===== config.mk =====
export PLATFORM = sky130hd
export DESIGN_NAME = uart_tx_sched
export DESIGN_NICKNAME = d
export VERILOG_FILES = /design/src/rtl/uart_sched_pkg.sv /design/src/rtl/rr_arbiter.sv /design/src/rtl/uart_tx_sched.sv
export SDC_FILE = /design/constraint.sdc
export NUM_CORES = 1
export LEC_CHECK = 0
export ABC_AREA = 0
export ABC_CLOCK_PERIOD_IN_PS = 2350
export CAP_MARGIN = 40
export CORE_MARGIN = 3
export CORE_UTILIZATION = 42
export CTS_CLUSTER_DIAMETER = 80
export DETAILED_ROUTE_END_ITERATION = 16
export PLACE_DENSITY = 0.77
export REMOVE_ABC_BUFFERS = 1
export SLEW_MARGIN = 20
export SYNTH_ARGS = -nofsm -noshare
export SYNTH_HDL_FRONTEND = slang
export SYNTH_SLANG_ARGS = --single-unit

===== constraint.sdc =====
create_clock -name clk -period 2.35 [get_ports clk]
set_input_delay 0.5875 -clock clk [delete_from_list [all_inputs] [get_ports clk]]
set_output_delay 0.5875 -clock clk [all_outputs]
set_load 0.02 [all_outputs]

===== src/rtl/uart_sched_pkg.sv =====
// Shared types and constants for the UART transmit scheduler.
// Timeout limits are counted in UART bit periods.
package uart_sched_pkg;

    typedef enum logic [1:0] {
        IDLE = 2'd0,
        SEND = 2'd1,
        WAIT = 2'd2,
        HOLD = 2'd3
    } state_t;

    localparam int TX_TIMEOUT_BITS   = 12;
    localparam int HOLD_TIMEOUT_BITS = 16;
    localparam int CPB_W             = 13;
    localparam int TICK_W            = 5;

    // A programmed bit period of zero behaves like a period of one cycle.
    function automatic logic [CPB_W-1:0] bit_period_m1(input logic [CPB_W-1:0] cpb);
        return (cpb == '0) ? '0 : cpb - 1'b1;
    endfunction

endpackage


===== src/rtl/rr_arbiter.sv =====
// Round-robin pick: first requesting index after last_grant, wrapping modulo NUM_REQ.
// Purely combinational; the caller registers the result.
module rr_arbiter #(
    parameter int  NUM_REQ = 4,
    localparam int IDW     = $clog2(NUM_REQ)
) (
    input  logic [NUM_REQ-1:0] req,
    input  logic [IDW-1:0]     last_grant,
    output logic [IDW-1:0]     winner,
    output logic               any
);

    logic [IDW:0] idx;

    // Walk offsets from farthest to nearest so the nearest requester overrides.
    always_comb begin
        winner = last_grant;
        any    = 1'b0;
        idx    = '0;
        for (int off = NUM_REQ; off >= 1; off--) begin
            idx = {1'b0, last_grant} + (IDW+1)'(off);
            if (idx >= (IDW+1)'(NUM_REQ)) begin
                idx = idx - (IDW+1)'(NUM_REQ);
            end
            if (req[idx[IDW-1:0]]) begin
                winner = idx[IDW-1:0];
                any    = 1'b1;
            end
        end
    end

endmodule


===== src/rtl/uart_tx_sched.sv =====
// Shares one UART transmitter among NUM_REQ character sources: round-robin between
// bursts, owner keeps the line inside a burst, bit-period based timeouts.
//
// state | meaning
// IDLE  | no owner; arbitrate among valid requesters
// SEND  | single cycle; accept one character from the owner
// WAIT  | character in flight; waiting for tx_done
// HOLD  | burst still open; owner keeps the line for its next character
module uart_tx_sched
    import uart_sched_pkg::*;
#(
    parameter int  NUM_REQ = 4,
    parameter int  DATA_W  = 8,
    localparam int IDW     = $clog2(NUM_REQ)
) (
    input  logic                      clk,
    input  logic                      rst_n,
    input  logic [CPB_W-1:0]          clks_per_bit,
    input  logic [NUM_REQ-1:0]        req_valid,
    input  logic [NUM_REQ*DATA_W-1:0] req_data,
    input  logic [NUM_REQ-1:0]        req_last,
    output logic [NUM_REQ-1:0]        req_ready,
    output logic                      tx_start,
    output logic [DATA_W-1:0]         tx_data,
    input  logic                      tx_done,
    output logic [IDW-1:0]            grant_id,
    output logic                      active,
    input  logic                      err_clr,
    output logic                      timeout_err
);

    state_t             state;
    logic [IDW-1:0]     last_grant;
    logic               last_flag;
    logic [CPB_W-1:0]   bit_cnt;
    logic [TICK_W-1:0]  tick_left;
    logic [CPB_W-1:0]   period_m1;
    logic               tick;
    logic               expired;
    logic [IDW-1:0]     arb_winner;
    logic               arb_any;
    logic               sel_valid;
    logic [DATA_W-1:0]  slice [NUM_REQ];

    rr_arbiter #(
        .NUM_REQ (NUM_REQ)
    ) u_arb (
        .req        (req_valid),
        .last_grant (last_grant),
        .winner     (arb_winner),
        .any        (arb_any)
    );

    always_comb begin
        for (int i = 0; i < NUM_REQ; i++) begin
            slice[i] = req_data[i*DATA_W +: DATA_W];
        end
    end

    assign sel_valid = req_valid[grant_id];
    assign period_m1 = bit_period_m1(clks_per_bit);
    assign tick      = (bit_cnt == '0);
    assign expired   = tick && (tick_left == '0);
    assign active    = (state != IDLE);

    // The accept strobe must coincide with the owner's valid, so it is decoded live in SEND.
    always_comb begin
        req_ready = '0;
        if (state == SEND && sel_valid) begin
            req_ready[grant_id] = 1'b1;
        end
    end

    always_ff @(posedge clk) begin
        if (!rst_n) begin
            state       <= IDLE;
            grant_id    <= '0;
            last_grant  <= IDW'(NUM_REQ - 1);
            last_flag   <= 1'b0;
            tx_start    <= 1'b0;
            tx_data     <= '0;
            timeout_err <= 1'b0;
            bit_cnt     <= '0;
            tick_left   <= '0;
        end else begin
            tx_start <= 1'b0;
            if (err_clr) begin
                timeout_err <= 1'b0;
            end

            // Down-counters: bit_cnt spans one bit period, tick_left counts remaining periods.
            if (tick) begin
                bit_cnt <= period_m1;
                if (tick_left != '0) begin
                    tick_left <= tick_left - 1'b1;
                end
            end else begin
                bit_cnt <= bit_cnt - 1'b1;
            end

            unique case (state)
                IDLE: begin
                    if (arb_any) begin
                        grant_id <= arb_winner;
                        state    <= SEND;
                    end
                end

                SEND: begin
                    if (sel_valid) begin
                        tx_start  <= 1'b1;
                        tx_data   <= slice[grant_id];
                        last_flag <= req_last[grant_id];
                        bit_cnt   <= period_m1;
                        tick_left <= TICK_W'(TX_TIMEOUT_BITS - 1);
                        state     <= WAIT;
                    end else begin
                        state <= IDLE;
                    end
                end

                WAIT: begin
                    if (tx_done) begin
                        if (last_flag) begin
                            last_grant <= grant_id;
                            state      <= IDLE;
                        end else begin
                            bit_cnt   <= period_m1;
                            tick_left <= TICK_W'(HOLD_TIMEOUT_BITS - 1);
                            state     <= HOLD;
                        end
                    end else if (expired) begin
                        timeout_err <= 1'b1;
                        last_grant  <= grant_id;
                        state       <= IDLE;
                    end
                end

                HOLD: begin
                    if (sel_valid) begin
                        state <= SEND;
                    end else if (expired) begin
                        last_grant <= grant_id;
                        state      <= IDLE;
                    end
                end
            endcase
        end
    end

endmodule


==> results.sh, run 1 <==
export IMPL_status="completed"
export IMPL_ioPinCount=74
export IMPL_final_area_mm2=0.00336
export IMPL_wl_per_cell_um=15.4
export IMPL_worstSkewPairLatency_ns=0.29
export IMPL_slew_violations=0
export IMPL_vias=2233
export IMPL_initial_core_util_pct=45.3
export IMPL_syn_to_final_growth_pct=51.0
export IMPL_via_per_inst=5.45
export IMPL_port_buffers=73
export IMPL_yosys_area_top_type_share_pct=31.5
export IMPL_ys_top_cells_by_area="dfxtp_1 (32%), mux4_2 (10%), xnor2_1 (5.5%), ha_1 (5.1%), mux2i_1 (5.0%)"
export IMPL_power_mw=3.44
export IMPL_fp_row_count=25
export IMPL_criticalPathCategory="in -> reg"
export IMPL_cts_htree_levels=2
export IMPL_critPathMaxFanout=4
export IMPL_rsz0062_at_grt="true"
export IMPL_grt_pass1_wl_mm=10.2
export IMPL_yosys_top_cells_count="dfxtp_1 (35), nor2_1 (24), inv_1 (16)"
export IMPL_drive_gt1_share_pct=17.5
export IMPL_timing_slew_headroom_pct=59.2
export IMPL_postCtsHoldBufs=0
export IMPL_layout_min_cycle_time_ns=2.31
export IMPL_first_pass_iters=4
export IMPL_cts_tree="done"
export IMPL_grt_max_degree=16
export IMPL_switching_share_pct=38.1
export IMPL_switchingPower_mw=1.31
export IMPL_fmax_mhz=433
export IMPL_min_period_over_period_pct=98.4
export IMPL_hp_class="reg -> reg"
export IMPL_p_int_mw=2.13
export IMPL_drv_cap=0
export IMPL_grt_pass1_vias=2172
export IMPL_coreArea_mm2=0.00491
export IMPL_clk_pin_slew_ns=0.07
export IMPL_post_dp_hpwl_mm=4.80
export IMPL_gp_congestion=0.866
export IMPL_grt_overflow=0
export IMPL_synth_edf_count=0
export IMPL_wl_mm=6.32
export IMPL_vdd_drop_max_mv=0.485
export IMPL_cp_arrival_ns=2.47
export IMPL_clkPwrFrac_pct=16.4
export IMPL_drc=0
export IMPL_final_setup_skew_ns=0.00459
export IMPL_syn_inst=247
export IMPL_die_w_um=78.8
export IMPL_fin_setup_tns_ns=0
export IMPL_syn_avg_cell_area_um2=9.00
export IMPL_die_area_mm2=0.00620
export IMPL_antenna_found_initial=0
export IMPL_cp_end_kind="flip-flop"
export IMPL_power_frac_seq_pct=26.1
export IMPL_syn_area_mm2=0.00222
export IMPL_synth_cell_types=47
export IMPL_worstSetupStartpointType="input port"
export IMPL_yosysMostFrequentCell="dfxtp_1"
export IMPL_numCtsBuffers=5
export IMPL_post_synth_top_area_cell="dfxtp_1"
export IMPL_die_y_um=78.8
export IMPL_tightest_slew_ns=0.596
export IMPL_synth_ff_type="dfxtp_1"
export IMPL_cts_root_buf="clkbuf_8"
export IMPL_antenna_left=0
export IMPL_track_usage_pct=20.6
export IMPL_ys_async_sr_fraction_pct=0
export IMPL_comb_power_share_pct=57.4
export IMPL_drtIter0Drc=74
export IMPL_ys_ff_latch=35
export IMPL_clockBufferDepth=2
export IMPL_p_leak_nw=1.36
export IMPL_crit_required_ns=2.51
export IMPL_synth_seq_area_share_pct=31.5
export IMPL_placed_cell_area_mm2=0.00316
export IMPL_clock_sinks=35
export IMPL_nNetsFinal=408
export IMPL_p_per_area_mw_per_mm2=1030
export IMPL_final_hold_violation_count=0
export IMPL_synth_warning_count=0
export IMPL_setup_viol=0
export IMPL_antennaDiodeCount=0
power by group through the flow:
| stage | clock network [mW] | registers, mW | logic (mW) |
|---|---|---|---|
| final | 0.566 | 0.900 | 1.98 |
| after global routing | 0.601 | 0.923 | 2.15 |
| after CTS | 0.574 | 0.893 | 1.83 |
| after detailed placement | 0 | 0.904 | 1.80 |
| after global placement | 0 | 0.901 | 1.76 |
| after floorplan | 0 | 0.976 | 1.07 |
flip-flops by register name (all words and copies together), names as in the netlist:
signal       cells
grant_id         2
last_grant       2
last_flag        1
timeout_err      1
tx_data          8
tick_left        5
state            2
bit_cnt         13
tx_start         1
cells in the final DEF (no fill, tap or decap), types with 7 or more instances in the layout:
cell | Yosys | final
nor4_1 | 8 | 8
ha_1 | 9 | 7
mux2i_1 | 11 | 11
nand2_1 | 14 | 13
mux4_2 | 10 | 10
nor3_1 | 10 | 10
dfxtp_1 | 35 | 33
xor2_1 | 7 | 7
clkdlybuf4s50_1 | 0 | 64
o21ai_0 | 15 | 12
xnor2_1 | 14 | 14
o22ai_1 | 15 | 15
buf_4 | 0 | 23
inv_1 | 16 | 14
nor2_1 | 24 | 24
layout make-up:
class	count	area, µm²
tap	67	83.8
multi-input combinational	186	1460
fill	395	1550
sequential	35	703
clock buffer	6	82.6
inverter	16	60.1
timing repair buffer	98	935
clock inverter	2	35.0
metrics by stage:
| step | utilization, % | instances | setup WS [ns] | hold WS [ns] |
|---|---|---|---|---|
| after floorplan | - | 237 | -0.338 | 0.432 |
| after global placement | 64.3 | 398 | -0.480 | 0.444 |
| after detailed placement | 64.3 | 398 | -0.536 | 0.448 |
| after CTS | 66.9 | 408 | -0.0199 | 0.476 |
| after global routing | 68.4 | 410 | -0.0126 | 0.530 |
| final | 68.4 | 410 | 0.0387 | 0.478 |
cells by family after synthesis:
kind of cell	count (synthesis)	synth area share, %
flip-flops	35	31.5
adder cells (fa/ha/maj)	9	5.06
multiplexers	21	15.1
AO/OA/AOI/OAI	53	15.2
XOR/XNOR	21	8.27
AND/OR/NAND/NOR	82	19.9
buffers and inverters	26	4.95
worst max-delay path, stage by stage:
cell and delay (ns):
dlygate4sd2_1 0.25, mux4_2 0.48, buf_4 0.17, a2111oi_0 0.59
buf_4 0.22, o21a_1 0.11, o32ai_1 0.07
repair_timing:
item                                   CTS  global route
pin swaps                                2             3
endpoints found under the hold margin    0             0
resized for setup                       15            17
buffers inserted                         2             2
cloned                                   0             1
setup endpoints to repair                7            19
metal layers:
metal	track usage, %	vias up	part of all wire [%]
li1	-	1098	-
met1	25.6	1062	42
met2	35.9	59	52
met3	2.61	14	3.2
met4	8.22	0	2.7
met5	0	-	0
final timing paths:
kind | cells after the start | slack [ns] | endpoint | startpoint
worst max-delay path | 7 | 0.04 | state[0] | req_valid[2]
worst min-delay path | 2 | 0.48 | tick_left[4] | tick_left[4]
worst max register to register | 8 | 0.06 | last_grant[1] | bit_cnt[0]
worst min register to register | 2 | 0.48 | tick_left[4] | tick_left[4]
Note: power is estimated with default switching activity, not from simulation.
==> inputs of run 2 (changes only) <==
--- a/config.mk
+++ b/config.mk
@@ -6,7 +6,6 @@
 export NUM_CORES = 1
 export LEC_CHECK = 0
 export ABC_AREA = 0
-export ABC_CLOCK_PERIOD_IN_PS = 2350
 export CAP_MARGIN = 40
 export CORE_MARGIN = 3
 export CORE_UTILIZATION = 42
==> results of run 2 <==
No change in the layout: final DEF, timing and power equal those of run 1.
==> inputs of run 3 (changes only) <==
--- a/config.mk
+++ b/config.mk
@@ -9,7 +9,7 @@
 export CAP_MARGIN = 40
 export CORE_MARGIN = 3
 export CORE_UTILIZATION = 42
-export CTS_CLUSTER_DIAMETER = 80
+export CTS_CLUSTER_DIAMETER = 100
 export DETAILED_ROUTE_END_ITERATION = 16
 export PLACE_DENSITY = 0.77
 export REMOVE_ABC_BUFFERS = 1
==> results of run 3 <==
No change in the layout: final DEF, timing and power equal those of run 1.
==> RTL change: new RTL, config.mk and constraints of run 2 <==
Re-encode `state_t` (4 states) as Gray code, 2 bits wide.
--- a/src/rtl/uart_sched_pkg.sv
+++ b/src/rtl/uart_sched_pkg.sv
@@ -3,10 +3,10 @@
 package uart_sched_pkg;
 
     typedef enum logic [1:0] {
-        IDLE = 2'd0,
-        SEND = 2'd1,
-        WAIT = 2'd2,
-        HOLD = 2'd3
+        IDLE = 2'b00,
+        SEND = 2'b01,
+        WAIT = 2'b11,
+        HOLD = 2'b10
     } state_t;
 
     localparam int TX_TIMEOUT_BITS   = 12;
Formal check against the unedited RTL: no difference found for any inputs over 10 cycles, from zero or initial values and one cycle with rst_n low; not proved beyond that.
==> RTL change against run 2 <==
Clock skew is 0.0062 ns higher; final cell count is 5.4% higher; power is 22% lower; setup slack better by 0.010 ns; synthesized area is 3.3% higher; routed wire length is 0.57% higher; core utilization is 1.5 points lower; highest routed layer unchanged; final area is 3.6% higher; sequential cell count stayed put; die area is 3.0% higher; first-iteration DRC count is 32% higher; sequential power is 6.6% lower; critical path depth is 2 lower; clock power is 1% lower.
==> RTL change: results (changes against run 2) <==
GRT
  – Global routing usage on met2: 35.18% (-0.73 points)
  – GR met1 Demand/Resource: 25.31% (-0.33 points)
  – Number of global-route vias before repair: 2269 (+4.5%)
  – First-pass GRT wire length: 10.30 mm (+0.81%)
  – Largest net degree at the start of global routing: 22 (+6)
  – GRT Util Overall: 20.18% (-0.40 points)
  – Met3 Use GR: 4.628% (+2.0 points)

Route
  – Met3 Wirelength: 344 um (+72%)
  – Iter 0 DRT Violations: 98 (+32%)
  – Routed len/inst: 14.71 um (-4.6%)
  – Met1 WL: 2.760 mm (+3.9%)
  – DR vias/cell: 5.419 (-0.50%)

Finish
  – NonClk Buf Share: 28.44% (+0.61 points)
  – Multi-input gate share of total cell area: 44.01% (+0.57 points)
  – Inverter count: 14 (-2)
  – Fraction of area in clock buffers and inverters: 3.380% (-0.12 points)
  – Layout filler cell count: 410 (+3.8%)
  – Seq area share: 20.14% (-0.80 points)
  – Nets: 422 (+3.4%)
  – Signal buffers: 108 (+10%)
  – Share of cells above drive strength 1: 22.10% (+4.6 points)
  – Seq_cells: 35 (unchanged)
  – Multi-input gates: 197 (+5.9%)

Place
  – Detailed placement HPWL: 5.023 mm (+4.5%)
  – Place WS: -0.6242 ns (-0.08778 ns)
  – I/O Buffers: 73 (unchanged)
  – Routability cong.: 0.7806 (-9.9%)

Setup path
  – Worst stage delay on the critical path: 0.48 ns (-0.11 ns)
  – CP delay by family, top: multiplexers
  – Crit path max-delay cell type: mux4_2
  – Critical-path maximum fanout: 2 (-2)

CTS
  – Postcts setup bufs: 0 (-2)
  – Clk Tree Root Cell: clkbuf_8
  – Post_cts resized: 38 (+23)
  – Maximum root-to-sink buffer count: 2 (unchanged)

Power and ir drop
  – Static Leak: 1.350 nW (-0.39%)
  – Seq pwr share: 31.5% (+5.4 points)
  – Cell Int Power: 1.728 mW (-19%)
  – Pwr Density: 767.1 mW/mm2 (-25%)
  – Worst vdd ir: 0.7580 mV (+56%)
  – Combinational power share: 47.5% (-9.9 points)

Yosys
  – Synth top cells by count: 35 x dfxtp_1, 25 x nor2_1, 21 x nand2_1
  – Post-synthesis xor/xnor area fraction: 5.341% (-2.9 points)
  – Number of library cell types mapped by synthesis: 62 (+32%)
  – Post-synthesis mux area share: 16.02% (+0.94 points)
  – Seq/Total Area, Yosys: 30.52% (-1.0 points)
  – Compound-cell area share of the yosys netlist: 14.22% (-0.97 points)
  – Post-Synth Adder-Cell Area: 2.180% (-2.9 points)
  – Synth area leaders: dfxtp_1 31%, mux4_2 9.8%, mux2i_1 5.2%

Outcome
  – Status: finished clean

STA
  – Worst Skew: 0.01080 ns (+0.006211 ns)
  – Slew margin rel.: 51.29% (-8.0 points)
## RTL change: changes by cell type after synthesis, moves of 3 or more
cell | before | now
o21ai_0 | 15 | 7
o21a_1 | 1 | 5
nand2b_1 | 5 | 2
nor3b_1 | 0 | 5
xor2_1 | 7 | 2
ha_1 | 9 | 4
o22ai_1 | 15 | 2
nor3_1 | 10 | 13
and3_1 | 1 | 4
nand2_1 | 14 | 21
a21oi_1 | 5 | 8
## RTL change: path summary, 6_finish.rpt
path,startpoint,endpoint,slack [ns]
setup / recovery,req_valid[2],req_ready[3],0.05
hold / removal,tick_left[4],tick_left[4],0.47
setup reg to reg,bit_cnt[1],bit_cnt[4],0.15
hold reg to reg,tick_left[4],tick_left[4],0.47
## RTL change: stage by stage
stage	area, um2	std cells	setup TNS, ns	util, %
4_1_cts	3445	431	0	66.18
3_3_place_gp	3317	423	-5.578	63.73
6_report	3480	432	0	66.85
5_1_grt	3480	432	0	66.85
3_5_place_dp	3317	423	-6.357	63.73
2_1_floorplan	2243	246	-5.837	-
